$ cat config.mk
export PLATFORM = sky130hd
export DESIGN_NAME = pc_fetch
export DESIGN_NICKNAME = d
export VERILOG_FILES = /design/src/rtl/pc_fetch_pkg.sv /design/src/rtl/pc_fetch_sat_counter.sv /design/src/rtl/pc_fetch.sv
export SDC_FILE = /design/constraint.sdc
export NUM_CORES = 1
export LEC_CHECK = 0
export BUFFER_PORTS_ARGS = -buffer_cell sky130_fd_sc_hd__buf_2
export CORE_AREA = 3 3 138 140
export CTS_BUF_LIST = sky130_fd_sc_hd__clkbuf_4 sky130_fd_sc_hd__clkbuf_8 sky130_fd_sc_hd__clkbuf_16
export DETAILED_ROUTE_END_ITERATION = 10
export DIE_AREA = 0 0 141 143
export PLACE_DENSITY = 0.63
export SLEW_MARGIN = 10
export SYNTH_ARGS = -nofsm -noshare
export SYNTH_HDL_FRONTEND = slang
export SYNTH_HIERARCHICAL = 1
export SYNTH_SLANG_ARGS = --single-unit
$ cat constraint.sdc
create_clock -name clk -period 4.4 [get_ports clk]
set_clock_uncertainty 0.2 [all_clocks]
set_input_delay 0.22 -clock clk [delete_from_list [all_inputs] [get_ports clk]]
set_output_delay 0.22 -clock clk [all_outputs]
set_load 0.1 [all_outputs]
$ cat src/rtl/pc_fetch_pkg.sv
// pc_fetch_pkg: shared constants for the instruction fetch stage
package pc_fetch_pkg;
    localparam int PC_W = 32;
    localparam logic [1:0] ST_BOOT  = 2'd0;
    localparam logic [1:0] ST_RUN   = 2'd1;
    localparam logic [1:0] ST_HALT  = 2'd2;
    localparam logic [1:0] ST_FAULT = 2'd3;
    localparam logic [31:0] HALT_INSN_DEFAULT = 32'h0000_0063;
    localparam logic [31:0] NOP_INSN = 32'h0000_0013;
endpackage

$ cat src/rtl/pc_fetch_sat_counter.sv
// sat_counter: enable-driven up counter that sticks at all-ones
module sat_counter #(
    parameter int W = 32
)(
    input  logic         clk,
    input  logic         rst_n,
    input  logic         en,
    output logic [W-1:0] count
);
    // count enabled cycles, holding once every bit is set
    always_ff @(posedge clk or negedge rst_n)
        if (!rst_n) count <= '0;
        else if (en && count != '1) count <= count + 1'b1;
endmodule

$ cat src/rtl/pc_fetch.sv
// pc_fetch: program counter and issue control with halt and misalignment fault
module pc_fetch
    import pc_fetch_pkg::*;
#(
    parameter logic [PC_W-1:0] RESET_PC   = '0,
    parameter int              IMEM_WORDS = 128,
    parameter logic [31:0]     HALT_INSN  = HALT_INSN_DEFAULT
)(
    input  logic            clk,
    input  logic            rst_n,
    input  logic            stall,
    input  logic            redirect,
    input  logic [PC_W-1:0] target,
    input  logic [31:0]     instr_in,
    output logic [PC_W-1:0] pc,
    output logic [PC_W-1:0] pc_plus4,
    output logic [31:0]     instr_out,
    output logic            instr_valid,
    output logic            halted,
    output logic            fault,
    output logic [PC_W-1:0] fault_pc,
    output logic [31:0]     retired
);
    logic [1:0]      state, state_nxt;
    logic [PC_W-1:0] pc_nxt;
    logic            oob, misalign, halt_det;

    // fetches past the end of instruction memory behave like the halt instruction
    always_comb begin
        oob         = 32'(pc[PC_W-1:2]) >= 32'(IMEM_WORDS);
        instr_valid = state == ST_RUN && !stall;
        misalign    = instr_valid && redirect && target[1:0] != 2'b00;
        halt_det    = instr_valid && (instr_in == HALT_INSN || oob);
        pc_plus4    = pc + 32'd4;
        instr_out   = instr_valid ? instr_in : NOP_INSN;
        halted      = state == ST_HALT;
        fault       = state == ST_FAULT;
        pc_nxt      = !instr_valid || misalign || halt_det ? pc : redirect ? target : pc_plus4;
        state_nxt   = state == ST_BOOT ? ST_RUN : !instr_valid ? state :
                      misalign ? ST_FAULT : halt_det ? ST_HALT : ST_RUN;
    end

    // architectural state: pc, fsm and the captured faulting target
    always_ff @(posedge clk or negedge rst_n)
        if (!rst_n) begin
            pc       <= RESET_PC;
            state    <= ST_BOOT;
            fault_pc <= '0;
        end else begin
            pc       <= pc_nxt;
            state    <= state_nxt;
            fault_pc <= misalign ? target : fault_pc;
        end

    sat_counter #(.W(32)) u_retired (
        .clk   (clk),
        .rst_n (rst_n),
        .en    (instr_valid),
        .count (retired)
    );
endmodule

# [Yosys cells after proc, flatten, opt, wreduce, memory -nomap -nowiden]
# Cells that the tools add are included.
# Widths: inputs -> output; s select.
[totals] register_bits=98 inputBits=68 out_inout_bits=163 word_cells=31
[op_classes] addsub=2 magnitude_cmp=1 eq_ne=5 n_mux=6 n_reduce_logical=13
[ops] operator="$mux 32" n=2
[ops] operator="$add 32x1->32 const B" n=1
[ops] operator="$add 32x3->32 const B" n=1
[ops] operator="$eq 32x7->1 const B" n=1
[ops] operator="$ne 32x32->1 const B" n=1
[ops] operator="$ge 30x8->1 const B" n=1
[ops] operator="$mux 2" n=4
[ops] operator="$logic_and 1x1->1" n=5
[ops] operator="$eq 2x2->1 const B" n=2
[ops] operator="$reduce_bool 2->1" n=2
[ops] operator="$logic_or 1x1->1" n=3
[ops] operator="$eq 2x1->1 const B" n=1
[ops] operator="$logic_not 1->1" n=2
[ops] operator="$logic_not 2->1" n=1

# [Longest topological paths before layout]
[logic_depth] ltp_word=7 ltp_mapped=9 mapped_depth_nobuf=7

# [By module]
# Netlist, hierarchy kept.
[by_module_without_submodules] mod="pc_fetch" n_inst=1 cells_per_inst=314 area_per_inst_um2=3399.5 seq_area_each_um2=1651.6
[by_module_without_submodules] mod="sat_counter" n_inst=1 cells_per_inst=151 area_per_inst_um2=1624.1 seq_area_each_um2=800.8

# [Least setup slack after synthesis]
# OpenSTA, ideal clock, no wires.
[synth_path] path_kind="reg-to-output" from="register pc[6]" to="output pc_plus4[29]" t_arrival_ps=3748 required_ps=3980 path_slack_ps=232 stages_incl_launch_ff=7 n_path_buf=1 path_cell_list="dfrtp_1 clkbuf_1 nand4_1 nand4b_1 nor3_1 nand3_1 xnor2_1"
[synth_between] elab_chain_cells=1
[synth_rtl] element="start, declared" line="pc_fetch.sv:15" rtl="output logic [PC_W-1:0] pc,"
[synth_rtl] element="start signal, assigned" line="pc_fetch.sv:50" rtl="pc <= pc_nxt;"
[synth_rtl] element="$add 32x3->32" line="pc_fetch.sv:34" rtl="pc_plus4 = pc + 32'd4;"
[synth_rtl] element="end, declared" line="pc_fetch.sv:16" rtl="output logic [PC_W-1:0] pc_plus4,"
# No other way between the ends.

# [Worst setup path after layout]
[layout_path] from="register pc[6]" to="output pc_plus4[27]"
# Same word-level chain as after synthesis.

==> results.py <==
metrics = {
    "global_routing": {
        "grt_overflow": 0,
        "grt_pass1_wl_mm": 25.9,
        "grtUsageTotal": 0.165,
        "antenna_found_initial": 2,
        "grt_pass1_vias": 4536,
        "grt_max_degree": 63,
    },
    "die": {
        "num_rows": 49,
        "start_util": 0.280,
        "fp.dieArea_um2": 20200,
        "die_h_um": 143,
        "ios": 231,
        "core_area_um2": 18000,
        "dieWidth_um": 141,
    },
    "flow_run": {
        "cap_violations": 0,
    },
    "timing": {
        "slew_headroom": 0.229,
        "hold_viol": 0,
        "finalCriticalPeriod_ps": 3270,
        "rsz0062_at_grt": "false",
        "setup_viol": 0,
        "post-route-period-util": 0.743,
        "worstMarginPinSlew_ps": 1150,
        "final_max_slew_viol_count": 0,
        "max_freq_mhz": 306,
        "fin_tns_setup_ps": 0,
    },
    "placement": {
        "dp.final_hpwl_mm": 12.8,
        "gp_congestion": 0.848,
        "numPortBuffers": 230,
    },
    "cts": {
        "cts_setup_buffers": 0,
        "post_cts_resized": 0,
        "cts_tree": "done",
        "clockRootBuffer": "clkbuf_16",
        "clockBufferDepth": 2,
        "cts.sinks": 98,
        "tritoncts.num_buffers": 9,
        "clock_latency_ps": 350,
        "clkTransAtPathRegs_ps": 80,
        "hold_buffers": 32,
        "ctsHtreeMaxLevel": 3,
    },
    "cells_and_area": {
        "drive_gt1_frac": 0.414,
        "syn2layout_area_growth_pct": 39.3,
        "fill_cells": 1784,
        "nNetsFinal": 791,
        "regArea_um2": 2450,
        "multi_input_comb_area_um2": 2460,
        "final_cell_mix": "buf_2, dfrtp_1, xnor2_1",
        "mostFrequentLayoutCell": "buf_2",
        "final_util": 0.389,
    },
    "yosys": {
        "synth_edf_count": 0,
        "synth.distinct_cells": 52,
        "synthFlopType": "dfrtp_1",
        "synthMuxAreaShare": 0.0777,
        "synth_warnings": 6,
        "yosys.area_share.simple": 0.224,
        "synth-async-reset-ratio": 1.00,
        "synth-compound-area-share": 0.0790,
        "syn_area_um2": 5020,
        "synth_top_family_by_area": "simple AND/OR/NAND/NOR gates",
        "synthCells": 465,
        "synth_xor_area_frac": 0.0994,
        "synth_nets": 536,
        "synth.avg_cell_area_um2": 10.8,
        "yosysSeqAreaShare": 0.488,
        "yosys.area.top_type": "dfrtp_1",
        "yosys.area_share.adder": 0.00747,
        "synth_area_leaders": "dfrtp_1, xnor2_1, mux2_2",
        "synth_top_area_frac": 0.488,
        "synth.ff_latch_count": 98,
    },
    "pwr": {
        "power_leakage_nw": 3.56,
        "peakVddDrop_v": 0.000947,
        "powerDensity_nw_per_um2": 784,
    },
    "detailed_routing": {
        "ant_nets": 0,
        "routed_wl_mm": 17.0,
        "drt_iter0_markers": 289,
        "via_count": 4717,
        "drt_first_pass_iters": 5,
        "avgViaCountPerCell": 4.94,
        "wl_per_cell_um": 17.8,
        "drc": 0,
    },
    "setup_path": {
        "end_kind": "output pin",
        "path_cells": "nand4_1 > nand4b_1 > nor3_1 > nand3_1 > xnor2_1 > buf_2",
        "crit_fanout": 9,
        "startpoint_type": "flip-flop",
        "slowest_stage": "nor3_1",
        "crit_required_ps": 3980,
        "cp_slowest_stage_delay_ps": 640,
        "crit_type": "reg -> out",
        "cp.arrival_ps": 2850,
    },
    "min_path": {
        "hold_path_class": "in -> reg",
    },
    "run_status": {
        "status": "complete, no violations",
    },
}
worst paths after layout:
check                                              from                               to  slack, ps  cells after the start
worst min register to register  fault_pc[1]$_DFFE_PN0P_          fault_pc[1]$_DFFE_PN0P_        290                      1
worst min-delay path                              stall             state[0]$_DFFE_PN0P_         70                      3
worst max-delay path                  pc[6]$_DFFE_PN0N_                     pc_plus4[27]       1130                      6
max in group asynchronous                         rst_n               pc[26]$_DFFE_PN0N_       2660                      3
min in group asynchronous                         rst_n  u_retired/count[27]$_DFFE_PN0P_        310                      2
worst max register to register       pc[19]$_DFFE_PN0N_                pc[3]$_DFFE_PN0N_       1160                      5
sequential cells by signal, summed over array words and instances, names as in the netlist:
register,count
fault_pc,32
pc,32
u_retired/count,32
state,2
critical path: cells and delay by family (launching register included):
family	cells	cell delay (ps)
simple gates	4	1330
flops	1	520
buf+inv	1	460
xor+xnor	1	180
power breakdown:
part	leakage (nW)	switching, mW	internal, mW	total [mW]
sequential	1.28	0.217	1.12	1.34
combinational	2.15	2.87	0.519	3.39
clock	0.130	0.367	0.388	0.754
per-layer routing:
layer / track usage / share of wire / vias up
met5: 0 / 0 / -
met4: 0.0694 / 0.027 / 0
met3: 0.0358 / 0.067 / 26
met2: 0.282 / 0.48 / 196
met1: 0.204 / 0.42 / 2306
li1: - / - / 2189
synth_stat cells, types with 2 or more instances:
| cell type | number |
|---|---|
| nor2b_1 | 4 |
| nor4b_1 | 3 |
| o21ai_0 | 6 |
| ha_1 | 3 |
| mux2_2 | 31 |
| a31oi_1 | 2 |
| mux2i_1 | 3 |
| nand4_1 | 23 |
| a211o_1 | 3 |
| and4_1 | 7 |
| and3_1 | 7 |
| a31o_2 | 9 |
| nor2_1 | 23 |
| and2_1 | 32 |
| o31ai_1 | 3 |
| a22o_1 | 2 |
| nand2_1 | 27 |
| clkbuf_1 | 14 |
| o211ai_1 | 2 |
| nor3_1 | 6 |
| or4_1 | 2 |
| or4_4 | 2 |
| dfrtp_1 | 98 |
| buf_4 | 3 |
| inv_1 | 7 |
| xnor2_1 | 47 |
| a21o_1 | 15 |
| nand2b_1 | 3 |
| a21oi_1 | 2 |
| xor2_1 | 10 |
| nand3_1 | 33 |
| nor3_2 | 2 |
| nor4_1 | 11 |
| buf_2 | 2 |
metrics by stage:
| stage | setup WS [ps] | instance area [um2] | hold WS, ps | power, mW | cells |
|---|---|---|---|---|---|
| detailed placement | 1210 | 6390 | 187 | 4.72 | 906 |
| finish | 1130 | 7000 | 65.2 | 5.49 | 955 |
| floorplan | 232 | 5020 | -276 | 4.17 | 465 |
| global route | 924 | 7000 | 76.3 | 5.68 | 955 |
| CTS | 1130 | 6990 | 40.6 | 5.52 | 953 |
| global placement | 1230 | 6390 | 181 | 4.71 | 906 |
kinds of logic (layout without fill, tap and decap cells):
logic type	Yosys count	after routing
AOI/OAI and AO/OA	51	51
and+or+nand+nor	194	194
muxes	35	35
buffers and inverters	27	286
adders and majority gates	3	3
other	0	2
DFF	98	98
xor gates and xnor gates	57	57
layout make-up:
cell class | instances | share of cell area
Timing Repair Buffer | 264 | 0.213
Multi-Input combinational cell | 340 | 0.352
Clock inverter | 6 | 0.00697
Tap cell | 229 | 0.0410
Clock buffer | 9 | 0.0322
Antenna cell | 2 | 0.000715
Sequential cell | 98 | 0.351
Inverter | 7 | 0.00376
Power figures use the tool's default switching activity.
